`config.mk`:
```
export PLATFORM = sky130hd
export DESIGN_NAME = seg_scan_ctrl_flat
export DESIGN_NICKNAME = d
export VERILOG_FILES = /design/src/rtl/seg_pkg.sv /design/src/rtl/seg_scan_ctrl_if.sv /design/src/rtl/seg_scan_timer.sv /design/src/rtl/seg_scan_ctrl.sv /design/src/flat_wrapper.sv
export SDC_FILE = /design/constraint.sdc
export NUM_CORES = 1
export LEC_CHECK = 0
export BUFFER_PORTS_ARGS = -buffer_cell sky130_fd_sc_hd__buf_4
export CORE_ASPECT_RATIO = 0.75
export CORE_MARGIN = 2
export CORE_UTILIZATION = 45
export CTS_CLUSTER_SIZE = 16
export DETAILED_ROUTE_END_ITERATION = 6
export GPL_TIMING_DRIVEN = 1
export SYNTH_ARGS = -nofsm -noshare
export SYNTH_HDL_FRONTEND = slang
export SYNTH_SLANG_ARGS = --single-unit
```
`constraint.sdc`:
```
create_clock -name clk -period 5.8 [get_ports clk]
set_input_delay 0.58 -clock clk [delete_from_list [all_inputs] [get_ports clk]]
set_output_delay 0.58 -clock clk [all_outputs]
set_load 0.03 [all_outputs]
```
`src/rtl/seg_pkg.sv`:
```
// Shared definitions for the seven-segment scan controller: segment bit
// positions and the hex-to-segment decode table.
package seg_pkg;

  localparam int SEG_A  = 0;
  localparam int SEG_G  = 6;
  localparam int SEG_DP = 7;
  localparam int SEG_W  = 8;

  // Entry n occupies bits [7n+6:7n], active-high gfedcba
  localparam logic [16*7-1:0] SEG_TABLE = {
    7'h71, 7'h79, 7'h5E, 7'h39, 7'h7C, 7'h77, 7'h6F, 7'h7F,
    7'h07, 7'h7D, 7'h6D, 7'h66, 7'h4F, 7'h5B, 7'h06, 7'h3F
  };

  function automatic logic [SEG_G:SEG_A] seg_decode(input logic [3:0] nibble);
    return SEG_TABLE[int'(nibble)*7 +: 7];
  endfunction

endpackage

```
`src/rtl/seg_scan_ctrl_if.sv`:
```
// Data-in / display-out bundle of the scan controller; the datapath side is
// master, the display driver is slave.
interface seg_scan_ctrl_if
  import seg_pkg::*;
#(
  parameter int NUM_DIGITS = 8,
  parameter int BRIGHT_W   = 4
);
  logic [4*NUM_DIGITS-1:0] digits;
  logic [NUM_DIGITS-1:0]   dp_mask;
  logic [NUM_DIGITS-1:0]   blank_mask;
  logic                    lz_suppress;
  logic [BRIGHT_W-1:0]     bright;
  logic                    load;
  logic                    frame_start;
  logic [NUM_DIGITS-1:0]   en;
  logic [SEG_W-1:0]        cx;

  modport master (
    output digits, dp_mask, blank_mask, lz_suppress, bright, load,
    input  frame_start, en, cx
  );

  modport slave (
    input  digits, dp_mask, blank_mask, lz_suppress, bright, load,
    output frame_start, en, cx
  );
endinterface

```
`src/rtl/seg_scan_timer.sv`:
```
// Scan timebase: sub-phase divider, brightness phase and digit index, with a
// strobe on the last cycle of each frame.
module seg_scan_timer #(
  parameter int NUM_DIGITS = 8,
  parameter int SUB_DIV    = 1562,
  parameter int BRIGHT_W   = 4
) (
  input  logic                          clk,
  input  logic                          rst_n,
  output logic [BRIGHT_W-1:0]           phase,
  output logic [$clog2(NUM_DIGITS)-1:0] idx,
  output logic                          boundary
);
  localparam int SUB_W = (SUB_DIV > 1) ? $clog2(SUB_DIV) : 1;
  localparam int IDX_W = $clog2(NUM_DIGITS);

  logic [SUB_W-1:0] sub_cnt;
  logic             sub_wrap;
  logic             phase_wrap;

  assign sub_wrap   = (sub_cnt == SUB_W'(SUB_DIV - 1));
  assign phase_wrap = sub_wrap && (phase == '1);
  assign boundary   = phase_wrap && (idx == IDX_W'(NUM_DIGITS - 1));

  always_ff @(posedge clk) begin
    if (!rst_n) begin
      sub_cnt <= '0;
      phase   <= '0;
      idx     <= '0;
    end else begin
      sub_cnt <= sub_wrap ? '0 : sub_cnt + 1'b1;
      if (sub_wrap) phase <= phase + 1'b1;
      if (phase_wrap) idx <= boundary ? '0 : idx + 1'b1;
    end
  end

endmodule

```
`src/rtl/seg_scan_ctrl.sv`:
```
// Multiplexed seven-segment driver with per-digit dp/blanking, leading-zero
// suppression, PWM brightness and frame-synchronous data update.
module seg_scan_ctrl
  import seg_pkg::*;
#(
  parameter int NUM_DIGITS = 8,
  parameter int SUB_DIV    = 1562,
  parameter int BRIGHT_W   = 4,
  parameter int ACTIVE_LOW = 1
) (
  input  logic           clk,
  input  logic           rst_n,
  seg_scan_ctrl_if.slave bus
);
  localparam int   IDX_W = $clog2(NUM_DIGITS);
  localparam logic INV   = (ACTIVE_LOW != 0);

  typedef struct packed {
    logic [4*NUM_DIGITS-1:0] digits;
    logic [NUM_DIGITS-1:0]   dp;
    logic [NUM_DIGITS-1:0]   blank;
    logic                    lz;
  } disp_t;

  logic [BRIGHT_W-1:0] phase;
  logic [IDX_W-1:0]    idx;
  logic                boundary;

  seg_scan_timer #(
    .NUM_DIGITS (NUM_DIGITS),
    .SUB_DIV    (SUB_DIV),
    .BRIGHT_W   (BRIGHT_W)
  ) u_timer (
    .clk      (clk),
    .rst_n    (rst_n),
    .phase    (phase),
    .idx      (idx),
    .boundary (boundary)
  );

  disp_t in_data, pend, act;
  logic  pend_vld;

  assign in_data = {bus.digits, bus.dp_mask, bus.blank_mask, bus.lz_suppress};

  always_ff @(posedge clk) begin
    if (bus.load) pend <= in_data;
  end

  // Active data only changes at the frame boundary so a frame never tears
  always_ff @(posedge clk) begin
    if (!rst_n) begin
      pend_vld <= 1'b0;
      act      <= {{(4*NUM_DIGITS){1'b0}}, {NUM_DIGITS{1'b0}}, {NUM_DIGITS{1'b1}}, 1'b0};
    end else if (boundary) begin
      pend_vld <= 1'b0;
      if (bus.load)     act <= in_data;
      else if (pend_vld) act <= pend;
    end else if (bus.load) begin
      pend_vld <= 1'b1;
    end
  end

  logic [3:0]            cur_nib;
  logic                  upper_zero;
  logic                  suppressed;
  logic                  lit;
  logic [NUM_DIGITS-1:0] en_p0;
  logic [SEG_W-1:0]      cx_p0;

  // Stage 0: decode current slot from counters and active data
  always_comb begin
    cur_nib    = act.digits[int'(idx)*4 +: 4];
    upper_zero = 1'b1;
    for (int i = 0; i < NUM_DIGITS; i++) begin
      if (i >= int'(idx) && act.digits[4*i +: 4] != 4'h0) upper_zero = 1'b0;
    end
    suppressed = act.lz && (idx != '0) && upper_zero;
    lit        = !act.blank[idx] && (phase <= bus.bright);
    en_p0      = '0;
    cx_p0      = '0;
    if (lit) begin
      en_p0[idx]    = 1'b1;
      cx_p0[SEG_DP] = act.dp[idx];
      if (!suppressed) cx_p0[SEG_G:SEG_A] = seg_decode(cur_nib);
    end
  end

  // Stage 1: registered pin drivers, polarity applied here
  always_ff @(posedge clk) begin
    if (!rst_n) begin
      bus.en          <= {NUM_DIGITS{INV}};
      bus.cx          <= {SEG_W{INV}};
      bus.frame_start <= 1'b0;
    end else begin
      bus.en          <= en_p0 ^ {NUM_DIGITS{INV}};
      bus.cx          <= cx_p0 ^ {SEG_W{INV}};
      bus.frame_start <= boundary;
    end
  end

endmodule

```
`src/flat_wrapper.sv`:
```
// flat-port wrapper written by rule: the top's interface ports become plain ports
module seg_scan_ctrl_flat import seg_pkg::*;
#(
  parameter int NUM_DIGITS = 8,
  parameter int SUB_DIV    = 1562,
  parameter int BRIGHT_W   = 4,
  parameter int ACTIVE_LOW = 1
)
  (clk, rst_n, bus_digits, bus_dp_mask, bus_blank_mask, bus_lz_suppress, bus_bright, bus_load, bus_frame_start, bus_en, bus_cx);
  seg_scan_ctrl_if #(.NUM_DIGITS(NUM_DIGITS), .BRIGHT_W(BRIGHT_W)) bus_i ();
  input  logic clk;
  input  logic rst_n;
  input wire logic [$bits(bus_i.digits)-1:0] bus_digits;
  input wire logic [$bits(bus_i.dp_mask)-1:0] bus_dp_mask;
  input wire logic [$bits(bus_i.blank_mask)-1:0] bus_blank_mask;
  input wire logic [$bits(bus_i.lz_suppress)-1:0] bus_lz_suppress;
  input wire logic [$bits(bus_i.bright)-1:0] bus_bright;
  input wire logic [$bits(bus_i.load)-1:0] bus_load;
  output wire logic [$bits(bus_i.frame_start)-1:0] bus_frame_start;
  output wire logic [$bits(bus_i.en)-1:0] bus_en;
  output wire logic [$bits(bus_i.cx)-1:0] bus_cx;
  assign bus_i.digits = bus_digits;
  assign bus_i.dp_mask = bus_dp_mask;
  assign bus_i.blank_mask = bus_blank_mask;
  assign bus_i.lz_suppress = bus_lz_suppress;
  assign bus_i.bright = bus_bright;
  assign bus_i.load = bus_load;
  assign bus_frame_start = bus_i.frame_start;
  assign bus_en = bus_i.en;
  assign bus_cx = bus_i.cx;
  seg_scan_ctrl #(.NUM_DIGITS(NUM_DIGITS), .SUB_DIV(SUB_DIV), .BRIGHT_W(BRIGHT_W), .ACTIVE_LOW(ACTIVE_LOW)) u_core (.clk(clk), .rst_n(rst_n), .bus(bus_i));
endmodule
```
# After elaboration in Yosys (flattened, before gate mapping)
# Cells that the tools add are included.
# totals
regBits	134
input_bits	56
word_cells	84
# classes
n_addsub	3
n_mul	1
magnitude_cmp	10
n_eq_ne	3
shifts	2
n_mux	20
bitwise_logic	3
reduce_logical	27
# ops
op	n
variable part select 112 x 32 -> 7 bit, first input constant	1
2-to-1 mux 49 bit	2
nonzero test 4 bit	8
variable part select 32 x 6 -> 4 bit	1
2-to-1 mux 8 bit	2
NOT 8 bit	2
logical AND 1 bit	13
adder 11 x 1 -> 11 bit, second input constant	1
== test 11 bit, second input constant	1
2-to-1 mux 1 bit	11
greater-or-equal comparator 3 bit, first input constant	3
multiplier 4 x 3 -> 7 bit, second input constant	1
2-to-1 mux 7 bit	1
binary-select mux 1 bit (select 3 bit)	2
greater-or-equal comparator 1 x 3 -> 1 bit, first input constant	2
greater-or-equal comparator 2 x 3 -> 1 bit, first input constant	2
adder 4 x 1 -> 4 bit, second input constant	1
== test 4 bit, second input constant	1
less-or-equal comparator 4 bit	1
less-than comparator 3 x 4 -> 1 bit, second input constant	1
OR reduction 2 bit	2
adder 3 x 1 -> 3 bit, second input constant	1
demux 1 bit (select 3 bit)	1
== test 3 bit, second input constant	1
7 further kinds	7

# Depth between registers and ports, before layout
# Gate-level depths: netlist of run 1.
# depth
ltp_word	14
depth_mapped	11

# Modules after synthesis
# From an unflattened synthesis of run 1, not the netlist that was laid out.
# hier_totals
cells_unflattened	505
hier_area_um2	6028.3
# modules_own_cells
module	n_inst	cells_per_inst	area_per_inst_um2	seq_area_each_um2
seg_scan_ctrl	1	406	5094.9	2812.7
seg_scan_timer	1	99	933.4	360.3

# Least setup slack after synthesis of run 1
# Ideal clock, no wire load.
# synth_path
path_type	register to register
start	reg u_core.u_timer.idx[2]
end	reg u_core.bus.cx[0]
t_arrival_ps	2143
t_required_ps	5642
path_slack_ps	3498
path_stages_with_launch	10
path_buffers	1
period_less_slack_ps	2302
cell_sequence	dfxtp_1 > buf_4 > mux2_2 > a221o_1 > a22oi_1 > inv_1 > ha_1 > o21a_1 > o21ai_0 > nand4_1
# synth_between
elab_chain_len	14
# synth_rtl
element	line_no	text
start, declared	seg_scan_timer.sv:11	output logic [$clog2(NUM_DIGITS)-1:0] idx,
start signal, assigned	seg_scan_timer.sv:33	if (phase_wrap) idx <= boundary ? '0 : idx + 1'b1;
parallel branches: the longest is 12 deep, another holds multiplier 4 x 3 -> 7 bit	-	
2-to-1 mux 8 bit (*)	seg_scan_ctrl.sv:82	if (lit) begin
NOT 8 bit (no line) (*)	-	
end signal, assigned	seg_scan_ctrl.sv:93	bus.cx <= {SEG_W{INV}};
end signal, assigned	seg_scan_ctrl.sv:97	bus.cx <= cx_p0 ^ {SEG_W{INV}};
end, declared	seg_scan_ctrl_if.sv:26	output frame_start, en, cx
# Mark *: on every way between the ends. The select of a mux whose other input is x is not followed.
# A chain may end at the register's enable or synchronous reset.

# Final worst setup path of run 1
# layout_path
start	reg u_core.u_timer.idx[1]
end	reg u_core.bus.cx[0]
# Same word-level chain as after synthesis.

==> flow_summary.json, run 1 <==
{
  "synth_area_mm2": 0.00599,
  "period_share_pct": 51.3,
  "p_seq_share_pct": 46.3,
  "diodes": 0,
  "clk-insertion-delay-late_ns": 0.42,
  "hp-class": "in -> reg",
  "synth_top_area_share_pct": 28.4,
  "ctsResizeCount": 0,
  "slew-limit-headroom_pct": 42.6,
  "io_pins": 73,
  "cts_buffer_depth": 2,
  "grt_pass1_vias": 4011,
  "postCtsSetupBuffers": 0,
  "final_area_mm2": 0.00719,
  "maxCapViolations": 0,
  "synth_ff_type": "dfxtp_1",
  "seq_area_frac_synth_pct": 53.0,
  "vdd_drop_max_v": 0.000193,
  "switchingPower_mw": 0.472,
  "ant_nets": 0,
  "drtPass1Iterations": 4,
  "clock-sinks": 134,
  "die_w_um": 137,
  "vias": 4139,
  "drive_gt1_share_pct": 20.7,
  "synthDistinctLibCells": 57,
  "critPathArrivalTime_ns": 3.23,
  "period_minus_slack_ns": 2.98,
  "yosysWarnings": 0,
  "cts_tree": "built",
  "fp.dieH_um": 104,
  "p_int_mw": 1.73,
  "drt_iter0_drc": 184,
  "cts_buffers": 17,
  "worstPathRequired_ns": 6.06,
  "gp_congestion": 0.939,
  "area_delta_synth_final_pct": 20.1,
  "fin_nets": 658,
  "avgSynthCellArea_um2": 11.4,
  "dp_hpwl_um": 8460,
  "status": "finished, final reports clean",
  "p_per_area_mw_per_mm2": 306,
  "combPwrFrac_pct": 4.2,
  "fmax_mhz": 336,
  "place.port_buffers": 72,
  "start_util_pct": 46.2,
  "coreArea_mm2": 0.0130,
  "rsz0062_at_grt": "no",
  "setup_viol": 0,
  "clk_pin_slew_worst_paths_ns": 0.06,
  "worst_pin_slew_ns": 0.860,
  "finalSetupTns_ns": 0,
  "clkPwrFrac_pct": 49.4,
  "yosys.area.top_type": "dfxtp_1",
  "grt_max_degree": 75,
  "antenna_found_initial": 0,
  "worstPathMaxFanout": 24,
  "synth-async-reset-ratio_pct": 0,
  "dieArea_mm2": 0.0143,
  "crit_path_end_kind": "register",
  "ys_ff_latch": 134,
  "ys_top_cells_by_area": "dfxtp_1 (28%), edfxtp_1 (25%), mux2i_1 (9.7%)",
  "track_usage_pct": 18.3,
  "hold_viol_final": 0,
  "postCtsHoldBufs": 0,
  "dpl_cell_area_mm2": 0.00658,
  "drt-wirelength-per-cell_um": 16.0,
  "synth_cells": 524,
  "grt_overflow_total": 0,
  "swShare_pct": 21.5,
  "final_max_slew_viol_count": 0,
  "clock_skew_ns": 0.00812,
  "row_count": 36,
  "synth_edf_count": 49,
  "vias_per_cell": 5.38,
  "start_kind": "register",
  "root_buffer": "clkbuf_16",
  "htreeDepth": 4,
  "p_total_mw": 2.20,
  "syn_nets": 597,
  "p_leak_nw": 3.35,
  "drcViolationCount": 0,
  "wl_um": 12300,
  "path_class": "reg -> reg",
  "grt_pass1_wl_um": 20400
}
==> power by group through the flow <==
| stage | clock network, mW | registers [mW] | logic (mW) |
|---|---|---|---|
| 2_1_floorplan | 0 | 1.03 | 0.0453 |
| 3_3_place_gp | 0 | 1.04 | 0.0932 |
| 3_5_place_dp | 0 | 1.04 | 0.0951 |
| 4_1_cts | 1.11 | 1.02 | 0.0956 |
| 5_1_grt | 1.15 | 1.02 | 0.104 |
| 6_report | 1.09 | 1.02 | 0.0933 |
==> flip-flops by register name, indices dropped and copies added (netlist names) <==
name / cells
u_core.act: 49
u_core.pend: 49
u_core.u_timer.sub_cnt: 11
u_core.bus.cx: 8
u_core.bus.en: 8
u_core.u_timer.phase: 4
u_core.u_timer.idx: 3
u_core.bus.frame_start: 1
u_core.pend_vld: 1
==> final cells by class <==
| type | instances | area (µm²) |
|---|---|---|
| fill | 1142 | 5780 |
| sequential | 134 | 3170 |
| multi-input combinational | 341 | 2570 |
| timing repair buffer | 75 | 563 |
| clock buffer | 21 | 504 |
| tap | 171 | 214 |
| clock inverter | 11 | 106 |
| inverter | 16 | 60.1 |
==> worst max-delay path, stage by stage, from the launching register on <==
cell,delay [ns]
dfxtp_1,0.86
inv_1,0.33
a221o_1,0.35
a22oi_1,0.45
inv_1,0.13
ha_1,0.25
o21a_1,0.15
o21ai_0,0.19
nand4_1,0.10
==> layout by cell type (no fill, tap or decap), types with 2 or more instances in the layout <==
cell        n
nor3_1      7
nor4_1      7
nand3b_1    2
mux2i_1    58
nand2_1    67
nand4_1     6
o22ai_1     3
o21ai_0     8
inv_4       3
a221o_1     2
mux4_2      2
o211a_1    41
edfxtp_1   49
and2_1      3
mux2_2      7
nand3_1    15
or2_1       2
xnor2_1     4
nor2b_1     5
nand2b_1    3
inv_6       2
or3_1       3
clkinv_4    4
dfxtp_1    85
o211ai_1   15
clkbuf_16  20
buf_4      75
ha_1       17
nor2_1     20
inv_1      15
a31oi_1     2
xor2_1      6
a21oi_1    10
o221ai_1    2
o2111ai_1   2
==> worst paths after layout <==
kind         slack (ns)                  start                to  cells past startpoint
min reg2reg        0.48          u_core.act[8]     u_core.act[8]                      2
max reg2reg        2.82  u_core.u_timer.idx[1]  u_core.bus.cx[0]                      8
min                0.34          bus_digits[8]   u_core.pend[25]                      1
max                2.82  u_core.u_timer.idx[1]  u_core.bus.cx[0]                      8
==> synthesized netlist by cell type (all sizes together), types with 5 or more instances <==
cell and instances:
ha 17, buf 17, o21ai 8, dfxtp 85, nand4 6, nor2b 5, mux2i 58, o211ai 16
nand2 67, nor3 7, edfxtp 49, o211a 42, nor2 20, a21oi 10, nand3 15, inv 16
clkbuf 16, mux2 7, nor4 8, xor2 6
==> through the flow <==
| stage | hold WS (ns) | setup WS (ns) | std cells | util (%) |
|---|---|---|---|---|
| after floorplan | 0.449 | 3.50 | 524 | - |
| after global placement | 0.471 | 2.93 | 737 | 50.7 |
| after detailed placement | 0.470 | 2.80 | 737 | 50.7 |
| after CTS | 0.326 | 2.79 | 769 | 55.4 |
| after global routing | 0.333 | 2.48 | 769 | 55.4 |
| final | 0.343 | 2.82 | 769 | 55.4 |
==> kinds of logic after synthesis <==
group	count (synthesis)	synth area share, %
xor gates and xnor gates	10	1.46
buffers and inverters	49	4.09
adders and majority gates	17	3.55
DFF	134	53.0
muxes	67	11.8
AOI/OAI and AO/OA	99	13.9
and+or+nand+nor	148	12.2
==> per-layer routing <==
| metal | vias to the layer above | share of wire, % | global-route usage (%) | wire [µm] |
|---|---|---|---|---|
| li1 | 2066 | - | - | - |
| met4 | 0 | 1.5 | 7.29 | 187 |
| met3 | 15 | 4.2 | 4.00 | 520 |
| met5 | - | 0 | 0 | 0 |
| met2 | 93 | 44 | 26.2 | 5420 |
| met1 | 1965 | 50 | 26.8 | 6210 |
No activity file was read; power rests on OpenSTA's default activity.
==> run 2, diff against run 1 <==
--- a/config.mk
+++ b/config.mk
@@ -12,6 +12,7 @@
 export CTS_CLUSTER_SIZE = 16
 export DETAILED_ROUTE_END_ITERATION = 6
 export GPL_TIMING_DRIVEN = 1
+export PLACE_DENSITY = 0.67
 export SYNTH_ARGS = -nofsm -noshare
 export SYNTH_HDL_FRONTEND = slang
 export SYNTH_SLANG_ARGS = --single-unit
==> constraint.sdc (replaced) <==
create_clock -name clk -period 2.6 [get_ports clk]
set_input_delay 0.26 -clock clk [delete_from_list [all_inputs] [get_ports clk]]
set_output_delay 0.26 -clock clk [all_outputs]
set_load 0.03 [all_outputs]
==> flow_summary.json, run 2 (synthesis gave the netlist of run 1 again) <==
{
  "worstPathRequired_ns": 2.94,
  "cts_buffer_depth": 2,
  "track_usage_pct": 18.6,
  "grt_max_degree": 83,
  "gp_congestion": 0.949,
  "wl_um": 12500,
  "crit_path_end_kind": "register",
  "drt_iter0_drc": 225,
  "fmax_mhz": 425,
  "hp-class": "in -> reg",
  "period_minus_slack_ns": 2.36,
  "drive_gt1_share_pct": 21.9,
  "grt_pass1_vias": 4126,
  "postCtsHoldBufs": 0,
  "finalSetupTns_ns": 0,
  "clk_pin_slew_worst_paths_ns": 0.06,
  "cts_tree": "built",
  "busiest_layer": "met2",
  "clock_skew_ns": 0.00861,
  "htreeDepth": 4,
  "dpl_cell_area_mm2": 0.00670,
  "place.port_buffers": 72,
  "final_common_cell": "buf_4",
  "rsz0062_at_grt": "no",
  "setup_viol": 0,
  "root_buffer": "clkbuf_16",
  "final_area_mm2": 0.00727,
  "ctsResizeCount": 0,
  "clk-insertion-delay-late_ns": 0.41,
  "maxCapViolations": 0,
  "vias": 4185,
  "vias_per_cell": 5.34,
  "critPathArrivalTime_ns": 2.70,
  "worst_pin_slew_ns": 0.582,
  "fin_nets": 672,
  "ant_nets": 0,
  "postCtsSetupBuffers": 0,
  "coreArea_mm2": 0.0130,
  "vdd_drop_max_v": 0.000433,
  "die_w_um": 137,
  "hold_viol_final": 0,
  "path_class": "reg -> reg",
  "drcViolationCount": 0,
  "diodes": 0,
  "fp.dieH_um": 104,
  "status": "finished, final reports clean",
  "p_per_area_mw_per_mm2": 657,
  "p_leak_nw": 3.40,
  "globalRouteMet1Util_pct": 26.2,
  "area_delta_synth_final_pct": 21.4,
  "row_count": 36,
  "start_util_pct": 46.2,
  "io_pins": 73,
  "dp_hpwl_um": 8860,
  "grtUsageMet2_pct": 28.3,
  "period_share_pct": 90.6,
  "dieArea_mm2": 0.0143,
  "drt-wirelength-per-cell_um": 16.0,
  "use_met3_pct": 4.68,
  "final_cell_mix": "buf_4 (88), dfxtp_1 (85), nand2_1 (67)",
  "worstPathMaxFanout": 16,
  "reg_top3": "u_core.act (49), u_core.pend (49), u_core.u_timer.sub_cnt (11)",
  "drtPass1Iterations": 5,
  "grt_overflow_total": 0,
  "start_kind": "register",
  "clock-sinks": 134,
  "slew-limit-headroom_pct": 61.1,
  "grt_pass1_wl_um": 20800,
  "final_max_slew_viol_count": 0,
  "cts_buffers": 17,
  "antenna_found_initial": 0
}
-- run 2: changes by cell type in the layout (fill, tap and decap cells not counted), sizes merged --
cell / change
inv: -5
clkinv: +1
clkbuf: +3
buf: +14
clkinvlp: +1
-- run 2: worst paths after layout --
kind	from	endpoint	slack, ns	cells after the start
max	u_core.u_timer.idx[1]	u_core.bus.cx[3]	0.24	8
min	bus_dp_mask[0]	u_core.pend[9]	0.04	1
max reg2reg	u_core.u_timer.idx[1]	u_core.bus.cx[3]	0.24	8
min reg2reg	u_core.act[4]	u_core.act[4]	0.49	2
-- run 2: routing by layer --
| layer | share of wire (%) | wire, µm | up-vias |
|---|---|---|---|
| met5 | 0 | 0 | - |
| met4 | 0.90 | 112 | 0 |
| met3 | 4.9 | 613 | 13 |
| met2 | 45 | 5630 | 95 |
| met1 | 49 | 6150 | 1984 |
| li1 | - | - | 2093 |
-- run 2: worst max-delay path: stages (launching register included) --
cell and delay [ns]:
dfxtp_1 0.67, inv_1 0.26, a221o_1 0.31, a22oi_1 0.20
buf_4 0.19, ha_1 0.24, nor3_1 0.19, mux2i_1 0.12
nand4_1 0.11
-- run 2: report_power, final --
part / internal [mW] / switching, mW / total (mW)
sequential: 2.25 / 0.0232 / 2.27
combinational: 0.106 / 0.107 / 0.213
clock: 1.45 / 0.850 / 2.30
-- run 2: area by class of cell --
cell class | count | area (µm²)
fillers | 1138 | 5700
flip-flops and latches | 134 | 3170
multi-input cells | 341 | 2570
repair buffers | 89 | 681
clock buffers | 24 | 504
well taps | 171 | 214
clock inverters | 8 | 70.1
inverters | 16 | 60.1
-- run 2: metrics by stage --
step,power [mW],utilization (%),cells,hold slack [ns],worst slack [ns]
after floorplan,2.41,-,524,0.359,0.298
after global placement,2.52,51.6,751,0.449,0.337
after detailed placement,2.53,51.6,751,0.450,0.302
after CTS,4.82,56.1,783,0.0248,0.298
after global routing,4.95,56.1,783,0.0200,0.00568
final,4.78,56.1,783,0.0378,0.245
